<file path="src/rtl/writeback_regfile_pkg.sv">
// Shared architecture definitions for the writeback register file: default widths,
// register count and the queued memory-writeback record.
package writeback_regfile_pkg;

  localparam int unsigned DWIDTH_DEF = 16;
  localparam int unsigned AWIDTH_DEF = 5;
  localparam int unsigned QDEPTH_DEF = 4;
  localparam int unsigned NUM_REGS   = 32;

  // The record is sized for the widest supported configuration; narrower
  // instances zero-extend into it and truncate back out.
  localparam int unsigned DWIDTH_MAX = 64;
  localparam int unsigned AWIDTH_MAX = 8;

  typedef struct packed {
    logic                  valid;
    logic [AWIDTH_MAX-1:0] addr;
    logic [DWIDTH_MAX-1:0] data;
  } wb_entry_t;

endpackage

</file>
<file path="src/rtl/wb_queue.sv">
// Memory-writeback FIFO with a separate occupancy count and invalidate-by-address,
// so a younger ALU write can cancel stale queued memory results.
module wb_queue
  import writeback_regfile_pkg::*;
#(
  parameter int unsigned DWIDTH = DWIDTH_DEF,
  parameter int unsigned AWIDTH = AWIDTH_DEF,
  parameter int unsigned QDEPTH = QDEPTH_DEF,
  localparam int unsigned CntW  = $clog2(QDEPTH + 1)
) (
  input  logic              clock_i,
  input  logic              reset_i,
  input  logic              push_i,
  input  logic [AWIDTH-1:0] push_addr_i,
  input  logic [DWIDTH-1:0] push_data_i,
  input  logic              pop_i,
  input  logic              inv_i,
  input  logic [AWIDTH-1:0] inv_addr_i,
  output logic [CntW-1:0]   count_o,
  output logic              empty_o,
  output logic              full_o,
  output logic              head_valid_o,
  output logic [AWIDTH-1:0] head_addr_o,
  output logic [DWIDTH-1:0] head_data_o
);

  localparam int unsigned PtrW = (QDEPTH > 1) ? $clog2(QDEPTH) : 1;
  localparam logic [PtrW-1:0] LastPtr = PtrW'(QDEPTH - 1);

  wb_entry_t       mem_q [QDEPTH];
  wb_entry_t       mem_d [QDEPTH];
  logic [PtrW-1:0] wr_ptr_q, wr_ptr_d;
  logic [PtrW-1:0] rd_ptr_q, rd_ptr_d;
  logic [CntW-1:0] count_q, count_d;
  logic            do_push, do_pop;

  function automatic logic [PtrW-1:0] ptr_inc(input logic [PtrW-1:0] ptr);
    return (ptr == LastPtr) ? '0 : ptr + 1'b1;
  endfunction

  assign empty_o      = (count_q == '0);
  assign full_o       = (count_q == CntW'(QDEPTH));
  assign count_o      = count_q;
  assign head_valid_o = mem_q[rd_ptr_q].valid;
  assign head_addr_o  = AWIDTH'(mem_q[rd_ptr_q].addr);
  assign head_data_o  = DWIDTH'(mem_q[rd_ptr_q].data);

  assign do_pop  = pop_i && !empty_o;
  assign do_push = push_i && (!full_o || do_pop);

  always_comb begin
    mem_d    = mem_q;
    wr_ptr_d = wr_ptr_q;
    rd_ptr_d = rd_ptr_q;
    count_d  = count_q;
    // Invalidate before pushing so an entry arriving this cycle survives.
    if (inv_i) begin
      for (int i = 0; i < QDEPTH; i++) begin
        if (mem_q[i].addr == AWIDTH_MAX'(inv_addr_i)) begin
          mem_d[i].valid = 1'b0;
        end
      end
    end
    if (do_pop) begin
      rd_ptr_d = ptr_inc(rd_ptr_q);
    end
    if (do_push) begin
      mem_d[wr_ptr_q].valid = 1'b1;
      mem_d[wr_ptr_q].addr  = AWIDTH_MAX'(push_addr_i);
      mem_d[wr_ptr_q].data  = DWIDTH_MAX'(push_data_i);
      wr_ptr_d              = ptr_inc(wr_ptr_q);
    end
    unique case ({do_push, do_pop})
      2'b10:   count_d = count_q + 1'b1;
      2'b01:   count_d = count_q - 1'b1;
      default: count_d = count_q;
    endcase
  end

  always_ff @(posedge clock_i) begin
    if (reset_i) begin
      mem_q    <= '{default: '0};
      wr_ptr_q <= '0;
      rd_ptr_q <= '0;
      count_q  <= '0;
    end else begin
      mem_q    <= mem_d;
      wr_ptr_q <= wr_ptr_d;
      rd_ptr_q <= rd_ptr_d;
      count_q  <= count_d;
    end
  end

endmodule

</file>
<file path="src/rtl/writeback_regfile.sv">
// Two-read register file with a never-stalled ALU writeback port and a queued
// memory writeback port; one register write per cycle, bypassed onto the reads.
module writeback_regfile
  import writeback_regfile_pkg::*;
#(
  parameter int unsigned DWIDTH = DWIDTH_DEF,
  parameter int unsigned AWIDTH = AWIDTH_DEF,
  parameter int unsigned QDEPTH = QDEPTH_DEF
) (
  input  logic              clock_i,
  input  logic              reset_i,
  input  logic              aluWbEnable_i,
  input  logic [AWIDTH-1:0] aluWbAddress_i,
  input  logic [DWIDTH-1:0] aluWbData_i,
  input  logic              memWbEnable_i,
  input  logic [AWIDTH-1:0] memWbAddress_i,
  input  logic [DWIDTH-1:0] memWbData_i,
  input  logic [AWIDTH-1:0] rdAddrA_i,
  input  logic [AWIDTH-1:0] rdAddrB_i,
  output logic [DWIDTH-1:0] rdDataA_o,
  output logic [DWIDTH-1:0] rdDataB_o,
  output logic              stall_o,
  output logic              overflow_o
);

  localparam int unsigned NumRegs = 1 << AWIDTH;
  localparam int unsigned CntW    = $clog2(QDEPTH + 1);

  logic [DWIDTH-1:0] regs_q [NumRegs];
  logic [DWIDTH-1:0] regs_d [NumRegs];
  logic              overflow_q, overflow_d;

  logic              alu_we, q_pop, mem_direct, mem_to_queue, q_push, mem_drop, q_inv;
  logic [CntW-1:0]   q_count;
  logic              q_empty, q_full, head_valid;
  logic [AWIDTH-1:0] head_addr;
  logic [DWIDTH-1:0] head_data;

  logic              wr_valid, wr_en;
  logic [AWIDTH-1:0] wr_addr;
  logic [DWIDTH-1:0] wr_data;

  // Everything presented during reset is discarded.
  assign alu_we       = aluWbEnable_i && !reset_i;
  assign q_pop        = !aluWbEnable_i && !q_empty && !reset_i;
  assign mem_direct   = memWbEnable_i && !aluWbEnable_i && q_empty && !reset_i;
  assign mem_to_queue = memWbEnable_i && !mem_direct && !reset_i;
  assign q_push       = mem_to_queue && (!q_full || q_pop);
  assign mem_drop     = mem_to_queue && q_full && !q_pop;
  assign q_inv        = alu_we && (aluWbAddress_i != '0);

  wb_queue #(
    .DWIDTH (DWIDTH),
    .AWIDTH (AWIDTH),
    .QDEPTH (QDEPTH)
  ) u_wb_queue (
    .clock_i      (clock_i),
    .reset_i      (reset_i),
    .push_i       (q_push),
    .push_addr_i  (memWbAddress_i),
    .push_data_i  (memWbData_i),
    .pop_i        (q_pop),
    .inv_i        (q_inv),
    .inv_addr_i   (aluWbAddress_i),
    .count_o      (q_count),
    .empty_o      (q_empty),
    .full_o       (q_full),
    .head_valid_o (head_valid),
    .head_addr_o  (head_addr),
    .head_data_o  (head_data)
  );

  // Single write port: ALU first, then the queue head, then a direct memory write.
  always_comb begin
    wr_valid = 1'b0;
    wr_addr  = '0;
    wr_data  = '0;
    if (alu_we) begin
      wr_valid = 1'b1;
      wr_addr  = aluWbAddress_i;
      wr_data  = aluWbData_i;
    end else if (q_pop) begin
      wr_valid = head_valid;
      wr_addr  = head_addr;
      wr_data  = head_data;
    end else if (mem_direct) begin
      wr_valid = 1'b1;
      wr_addr  = memWbAddress_i;
      wr_data  = memWbData_i;
    end
    wr_en = wr_valid && (wr_addr != '0);
  end

  always_comb begin
    regs_d = regs_q;
    if (wr_en) begin
      regs_d[wr_addr] = wr_data;
    end
  end

  always_comb begin
    if (rdAddrA_i == '0) begin
      rdDataA_o = '0;
    end else if (wr_en && (rdAddrA_i == wr_addr)) begin
      rdDataA_o = wr_data;
    end else begin
      rdDataA_o = regs_q[rdAddrA_i];
    end
  end

  always_comb begin
    if (rdAddrB_i == '0) begin
      rdDataB_o = '0;
    end else if (wr_en && (rdAddrB_i == wr_addr)) begin
      rdDataB_o = wr_data;
    end else begin
      rdDataB_o = regs_q[rdAddrB_i];
    end
  end

  assign overflow_d = overflow_q || mem_drop;
  assign overflow_o = overflow_q;
  assign stall_o    = (q_count >= CntW'(QDEPTH - 1));

  always_ff @(posedge clock_i) begin
    if (reset_i) begin
      regs_q     <= '{default: '0};
      overflow_q <= 1'b0;
    end else begin
      regs_q     <= regs_d;
      overflow_q <= overflow_d;
    end
  end

endmodule

</file>
<file path="config.mk">
export PLATFORM = sky130hd
export DESIGN_NAME = writeback_regfile
export DESIGN_NICKNAME = d
export VERILOG_FILES = /design/src/rtl/writeback_regfile_pkg.sv /design/src/rtl/wb_queue.sv /design/src/rtl/writeback_regfile.sv
export SDC_FILE = /design/constraint.sdc
export NUM_CORES = 1
export LEC_CHECK = 0
export BUFFER_PORTS_ARGS = -buffer_cell sky130_fd_sc_hd__buf_4
export CORE_AREA = 2 2 268 270
export CTS_BUF_LIST = sky130_fd_sc_hd__clkbuf_16
export CTS_CLUSTER_DIAMETER = 100
export DETAILED_ROUTE_END_ITERATION = 8
export DIE_AREA = 0 0 270 272
export PLACE_DENSITY = 0.63
export SLEW_MARGIN = 40
export SYNTH_ARGS = -nofsm -noshare
export SYNTH_HDL_FRONTEND = slang
export SYNTH_SLANG_ARGS = --single-unit
</file>
<file path="constraint.sdc">
create_clock -name clock_i -period 4.25 [get_ports clock_i]
set_clock_uncertainty 0.2 [all_clocks]
set_input_delay 0.425 -clock clock_i [delete_from_list [all_inputs] [get_ports clock_i]]
set_output_delay 0.425 -clock clock_i [all_outputs]
set_load 0.03 [all_outputs]
</file>
==> qor.txt, run 1 <==
Detailed Route WL -> 113.1 mm
vias in the first global route -> 26200
worst slew slack as a fraction of its limit -> 42.12%
pin count of the biggest net entering global routing -> 200
Sequential Power Share -> 45.8%
netlist area before placement -> 31400 um2
final sum of negative setup slack -> 0 ns
antenna-violating nets left -> 0
number of remaining DRC errors -> 0
Post-Syn Instances -> 3147
Nets -> 3202
Clock Sinks -> 608
Starting DRT DRC Count -> 3301
dpl ws -> 0.3463 ns
Period Utilization, post-route -> 98.63%
share of final-layout standard cells stronger than drive strength 1 -> 23.84%
arrival time of the worst setup path -> 3.57 ns
area delta synth->final -> 13.94%
met3 wire length -> 11.13 mm
buffer type at the clock tree root -> clkbuf_16
Clock Latency Late Sink -> 0.61 ns
final routed wire length divided by cell count -> 27.32 um
Congestion Overflow GR -> 0
total number of placement rows -> 98
count of final max-slew check failures -> 0
launch point of the critical path -> u_wb_queue.count_o[2]
synthesized net count -> 3210
antenna violations before repair -> 3
Seq cells post-synth -> 608
Req. time, crit path -> 3.62 ns
CTS H-tree lvls -> 3
clock period minus final worst setup slack -> 4.192 ns
type of element launching the critical path -> flip-flop
maximum resistive drop on vdd -> 0.2839 mV
Tightest Hold Check Type -> input port to flip-flop
placeable core region -> 70750 um2
via-per-instance ratio -> 6.461
Die Y-Extent -> 272 um
start of the worst register-to-register path -> u_wb_queue.count_o[2]
critical path fanouts, max -> 16
Num CTS Buffers -> 68
Routed met2 length -> 51.87 mm
power density of the placed cells -> 354.5 nW/um2
commonest non-fill, non-tap cells in the layout -> dfxtp_1, nor2_1, mux4_2, a211oi_1, a21oi_1
register area share after synthesis -> 38.77%
Placed Area -> 33310 um2
number of distinct library cells after synthesis -> 63
# setup viols final -> 0
syn avg cell area -> 9.977 um2
static power due to leakage -> 12.27 nW
synth warn -> 0
result of the run -> completed
Worst Max-Slew Pin Slew -> 0.8651 ns
highest metal layer used by the detailed router -> met5
setup ws final -> 0.05818 ns
worst hold path startpoint -> reset_i
combinational fraction of design power -> 11.0%
fraction of power spent switching nets -> 27.12%
global placement routability congestion -> 0.9285
Worst setup EP type -> output port
wire length of the first global-routing pass -> 167.3 mm
final standard cell area without fillers -> 35770 um2
Highest Clock Rate -> 238.6 MHz
P_sw -> 3.439 mW
design internal power -> 9.241 mW
clock tree from TritonCTS -> yes
half-perimeter wire length of the detailed placement result -> 72.80 mm
number of flops mapped to enable cells by yosys -> 0
RSZ-0062 raised after global routing -> no
routed vias -> 26740
effective utilization at floorplan -> 44.38%
worst setup path category -> flip-flop to output port
I/O pin cnt -> 90
Max Cap Viol -> 0
total die area -> 73440 um2
Hold Fails Final Rpt -> 0
DRT Pass-1 Iters -> 9
asr flop ratio synth -> 0%
commonest non-fill, non-tap cell in the layout -> dfxtp_1
Horiz. Die Dim -> 270 um
sum of routed wire segments on met1 -> 42.11 mm
global-route usage over all layers -> 30.15%
clock buffer depth -> 3
primary flip-flop cell chosen by synthesis mapping -> dfxtp_1
PortBufs -> 89
power share of the clock group -> 43.2%
Clock Pin Slew Worst Setup and Hold Paths -> 0.06 ns
## synth_stat cells, types with 3 or more instances
cell / number / share of area [%]
mux4_2: 326 / 23
buf_4: 27 / 0.65
mux2_2: 16 / 0.57
a211oi_1: 326 / 7.8
a21oi_1: 287 / 4.6
nor2_1: 532 / 6.4
or4_1: 3 / 0.072
mux2i_1: 65 / 2.1
buf_1: 36 / 0.43
and3_1: 6 / 0.12
ha_1: 6 / 0.24
o41ai_1: 4 / 0.11
buf_2: 64 / 1.0
a32oi_1: 4 / 0.11
a22oi_1: 16 / 0.38
nand4_1: 3 / 0.060
and4_1: 15 / 0.42
o21ai_0: 22 / 0.35
or3_1: 4 / 0.080
dfxtp_1: 608 / 39
xor2_1: 14 / 0.39
nor3_2: 4 / 0.13
and2_1: 5 / 0.10
nor2b_1: 38 / 0.76
nand2b_1: 6 / 0.12
buf_6: 3 / 0.11
nand3_1: 15 / 0.24
o21a_1: 16 / 0.38
nor2_4: 8 / 0.29
nor3_1: 177 / 2.8
nand2_1: 192 / 2.3
a211oi_2: 10 / 0.40
clkbuf_1: 225 / 2.7
xnor2_1: 15 / 0.42
inv_1: 13 / 0.16
## power groups by stage
stage	sequential, mW	clock (mW)	combinational (mW)
CTS	5.81	5.51	1.35
global placement	5.93	0	1.30
detailed placement	5.93	0	1.33
finish	5.81	5.47	1.40
global route	5.81	5.76	1.45
floorplan	5.91	0	0.841
## layer usage
layer | vias up | global-route usage, %
li1 | 11620 | -
met1 | 13170 | 37.71
met2 | 1571 | 47.73
met3 | 383 | 6.180
met4 | 4 | 19.43
met5 | - | 0
## worst max-delay path, stage by stage, from the launching register on
cell and delay (ns):
dfxtp_1 0.38, nor3_2 0.47, a32oi_1 0.25, nand2_1 0.16
buf_4 0.21, o41ai_4 0.11, nor4_4 0.40, buf_12 0.23
a211oi_1 0.08, a211oi_2 0.40, buf_4 0.23
## flip-flops by register name, indices dropped and copies added, names as in the netlist
| signal | cells |
|---|---|
| overflow_o | 1 |
| regs_q | 512 |
| u_wb_queue.count_o | 3 |
| u_wb_queue.mem_q | 88 |
| u_wb_queue.rd_ptr_q | 2 |
| u_wb_queue.wr_ptr_q | 2 |
## per-stage QoR
step                      cells  power (mW)  util (%)  hold slack, ns
after floorplan            3147       6.756         -          0.2329
after global placement     3990       7.229     47.02          0.2383
after detailed placement   3991       7.259     47.08          0.2458
after CTS                  4135       12.67     50.35          0.1407
after global routing       4138       13.03     50.56          0.1970
final                      4139       12.68     50.56          0.1554
## layout make-up
class	instances	area, um2
diodes	1	2.502
clock buffers	69	1727
clock inverters	50	281.5
fillers	6312	34980
inverters	14	52.55
multi-input cells	2169	17850
flip-flops and latches	608	12180
well taps	950	1189
repair buffers	278	2492
## path summary, 6_finish.rpt
check | cells past startpoint | to | slack (ns)
hold / removal | 3 | u_wb_queue.mem_q[221] | 0.16
setup / recovery | 10 | rdDataA_o[14] | 0.06
setup reg to reg | 9 | regs_q[8] | 0.87
hold reg to reg | 2 | u_wb_queue.mem_q[0] | 0.25
## kinds of logic (layout without fill, tap and decap cells)
family          after synthesis  count (layout)  share of synthesized area, %
compound gates              702             702                         14.59
xor+xnor                     29              29                        0.8090
fa+ha+maj                     7               7                        0.3029
buf+inv                     370             411                         5.077
flops                       608             608                         38.77
mux                         407             407                         26.03
other cells                   0               1                             0
simple gates               1024            1024                         14.43
## repair_timing
item                       CTS  global route
setup endpoints to repair   29            31
cloned                       0             1
buffers inserted             0             1
resized for setup           10            16
pin swaps                    0             3
hold buffers                25             0
hold endpoints to repair    89             0
Power figures use the tool's default switching activity.
==> inputs of run 2 (changes only) <==
CORE_AREA = 2 2 266 268   (was 2 2 268 270)
DIE_AREA = 0 0 268 270   (was 0 0 270 272)
PLACE_DENSITY = 0.64   (was 0.63)
SYNTH_HIERARCHICAL = 1   (was not set)
==> run 2 against run 1 <==
Via count rose by 0.33%. Global-route usage shrank 0.31 points. Area after synthesis decreased by 0.92%. First-iteration DRC count grew 14%. Utilization is 0.69 points higher. Non-clock buffer count grew 7. Sequential cell count did not move. Die area fell by 1.5%. Clock-buffer cell count grew 3. Maximum frequency about the same. Register-to-register slack got worse by 0.17 ns. Largest cell class unchanged.
==> qor.txt, run 2 <==
result of the run -> completed
Max Cap Viol -> 0
via-per-instance ratio -> 6.571
cell family contributing the most delay on the critical path -> compound AO/OA/AOI/OAI gates
share of final-layout standard cells stronger than drive strength 1 -> 23.02%
vias in the first global route -> 26220
critical-path cell with the highest stage delay -> mux4_2
grt met3 use -> 8.142%
worst setup path category -> flip-flop to output port
Die Y-Extent -> 270 um
FILL cells -> 6081
max FFs per register -> 512
critical path fanouts, max -> 17
antenna violations before repair -> 3
Period Utilization, post-route -> 98.72%
DRT Pass-1 Iters -> 8
Post-Syn Instances -> 3097
cells taking the most area after synthesis -> dfxtp_1, mux4_2, a211oi_1, nor2_1, mux2i_1
Detailed Route WL -> 109.5 mm
Horiz. Die Dim -> 268 um
# setup viols final -> 0
Power Total -> 13.19 mW
power density of the placed cells -> 370.0 nW/um2
asr flop ratio synth -> 0%
total number of placement rows -> 97
register area share after synthesis -> 39.13%
Synth top area share -> 39.13%
static power due to leakage -> 11.59 nW
Clock Latency Late Sink -> 0.62 ns
count of buffering cells on the critical path with inverters included -> 3
placeable core region -> 69540 um2
Seq cells post-synth -> 608
global-route usage over all layers -> 29.84%
final routed wire length divided by cell count -> 26.81 um
syn avg cell area -> 10.04 um2
effective utilization at floorplan -> 44.73%
total die area -> 72360 um2
RSZ-0062 raised after global routing -> yes
number of remaining DRC errors -> 0
CTS H-tree lvls -> 3
global placement routability congestion -> 0.8896
antenna-violating nets left -> 0
Worst setup EP type -> output port
Starting DRT DRC Count -> 3771
Clock Sinks -> 608
GR Layer Usage met2 -> 44.67%
Post-synth top cells -> dfxtp_1, nor2_1, a211oi_1, mux4_2, clkbuf_1
Clock Pin Slew Worst Setup and Hold Paths -> 0.06 ns
number of distinct library cells after synthesis -> 72
Worst Max-Slew Pin Slew -> 1.027 ns
area delta synth->final -> 14.58%
synth warn -> 6
type of element launching the critical path -> flip-flop
Highest Clock Rate -> 238.3 MHz
Tightest Hold Check Type -> input port to flip-flop
Most Used Layer, Global Route -> met2
setup ws final -> 0.05439 ns
Num CTS Buffers -> 69
largest register by flop count -> regs_q
Congestion Overflow GR -> 0
arrival time of the worst setup path -> 3.57 ns
maximum resistive drop on vdd -> 0.3227 mV
maximum single-stage delay on the critical path -> 0.51 ns
count of final max-slew check failures -> 0
I/O pin cnt -> 90
PortBufs -> 89
commonest non-fill, non-tap cells in the layout -> dfxtp_1, nor2_1, a211oi_1, mux4_2, buf_4
clock tree from TritonCTS -> yes
netlist area before placement -> 31110 um2
library cell with the highest instance count after synthesis -> dfxtp_1
pin count of the biggest net entering global routing -> 140
clock period minus final worst setup slack -> 4.196 ns
Nets -> 3155
dpl ws -> 0.2523 ns
number of flops mapped to enable cells by yosys -> 0
synthesized net count -> 3160
buffer type at the clock tree root -> clkbuf_16
worst slew slack as a fraction of its limit -> 31.51%
routed vias -> 26830
primary flip-flop cell chosen by synthesis mapping -> dfxtp_1
wire length of the first global-routing pass -> 164.0 mm
cell with the most instances on the worst path -> buf_4
Hold Fails Final Rpt -> 0
met1 Resource Use GR -> 40.84%
clock buffer depth -> 3
commonest non-fill, non-tap cell in the layout -> dfxtp_1
CP Cell Sequence -> mux4_2 -> nor2b_1 -> o311ai_4 -> buf_4 -> nand3_4 -> o31a_1 -> buf_4 -> a31oi_2 -> a211oi_1 -> buf_4
half-perimeter wire length of the detailed placement result -> 71.11 mm
cell type contributing the most total cell area after synthesis -> dfxtp_1
Req. time, crit path -> 3.62 ns
==> run 2: cell count changes in the layout (fill, tap and decap cells not counted), sizes merged, moves of 22 or more <==
cell	delta
o21ai	+81
nor3	-176
a211oi	+188
mux2i	+29
a21oi	-184
mux4	-65
a31oi	+22
nor2	+22
nand2	-167
nand3	+96
==> run 2: final timing paths <==
check	start	end	slack [ns]	cells past startpoint
max reg2reg	u_wb_queue/rd_ptr_q[1]	regs_q[488]	0.70	10
min	aluWbAddress_i[0]	u_wb_queue/mem_q[291]	0.16	4
min reg2reg	u_wb_queue/mem_q[222]	u_wb_queue/mem_q[222]	0.27	2
max	u_wb_queue/rd_ptr_q[1]	rdDataB_o[12]	0.05	10
==> run 2: power breakdown <==
| group | leakage (nW) | total, mW | switching [mW] | internal [mW] |
|---|---|---|---|---|
| registers | 4.90 | 5.80 | 0.0452 | 5.76 |
| logic | 5.56 | 1.43 | 0.931 | 0.498 |
| clock network | 1.13 | 5.96 | 2.47 | 3.48 |
==> run 2: through the flow <==
stage / util, % / setup TNS (ns) / instance area [um2] / hold slack [ns] / cells
floorplan: - / 0 / 31110 / 0.2505 / 3097
global placement: 47.18 / 0 / 32810 / 0.2563 / 3925
detailed placement: 47.28 / 0 / 32880 / 0.2663 / 3929
CTS: 50.97 / -0.04611 / 35440 / 0.1291 / 4074
global route: 51.25 / -0.04079 / 35640 / 0.1773 / 4083
finish: 51.25 / 0 / 35640 / 0.1603 / 4083
==> run 2: timing repair <==
item                                    in CTS  in global routing
setup buffers                                2                  6
pin swaps                                    3                  6
hold endpoints to repair                   109                  0
resized for setup                           19                 23
endpoints found under the setup margin      32                 23
gates cloned                                 0                  1
hold buffers                                23                  0
==> run 2: per-layer routing <==
metal / wire [um] / up-vias
li1: - / 11750
met1: 43980 / 13230
met2: 48440 / 1579
met3: 12620 / 265
met4: 4416 / 0
met5: 0 / -
==> run 2: kinds of logic after synthesis <==
kind of cell | after synthesis | share of synthesized area (%)
buffers and inverters | 384 | 5.599
adders and majority gates | 7 | 0.3057
AOI/OAI and AO/OA | 869 | 19.79
xor gates and xnor gates | 29 | 0.8165
DFF | 608 | 39.13
muxes | 380 | 22.83
and+or+nand+nor | 820 | 11.54
==> run 2: worst register-to-register path, cell delays in order, from the launching register on <==
cell	delay, ns
dfxtp_4	0.40
buf_8	0.18
mux4_2	0.52
nand2b_1	0.14
a311oi_2	0.11
buf_4	0.19
nand3b_1	0.51
nor2_2	0.41
buf_4	0.37
nor2_1	0.13
a211oi_1	0.28
==> run 2: layout make-up <==
type,count,area [um2],area share [%]
Clock inverter,48,407.9,1.144
Multi-Input combinational cell,2105,17430,48.90
Clock buffer,72,1802,5.055
Antenna cell,2,5.005,0.01404
Tap cell,940,1176,3.300
Inverter,23,86.33,0.2422
Timing Repair Buffer,285,2556,7.171
Sequential cell,608,12180,34.17
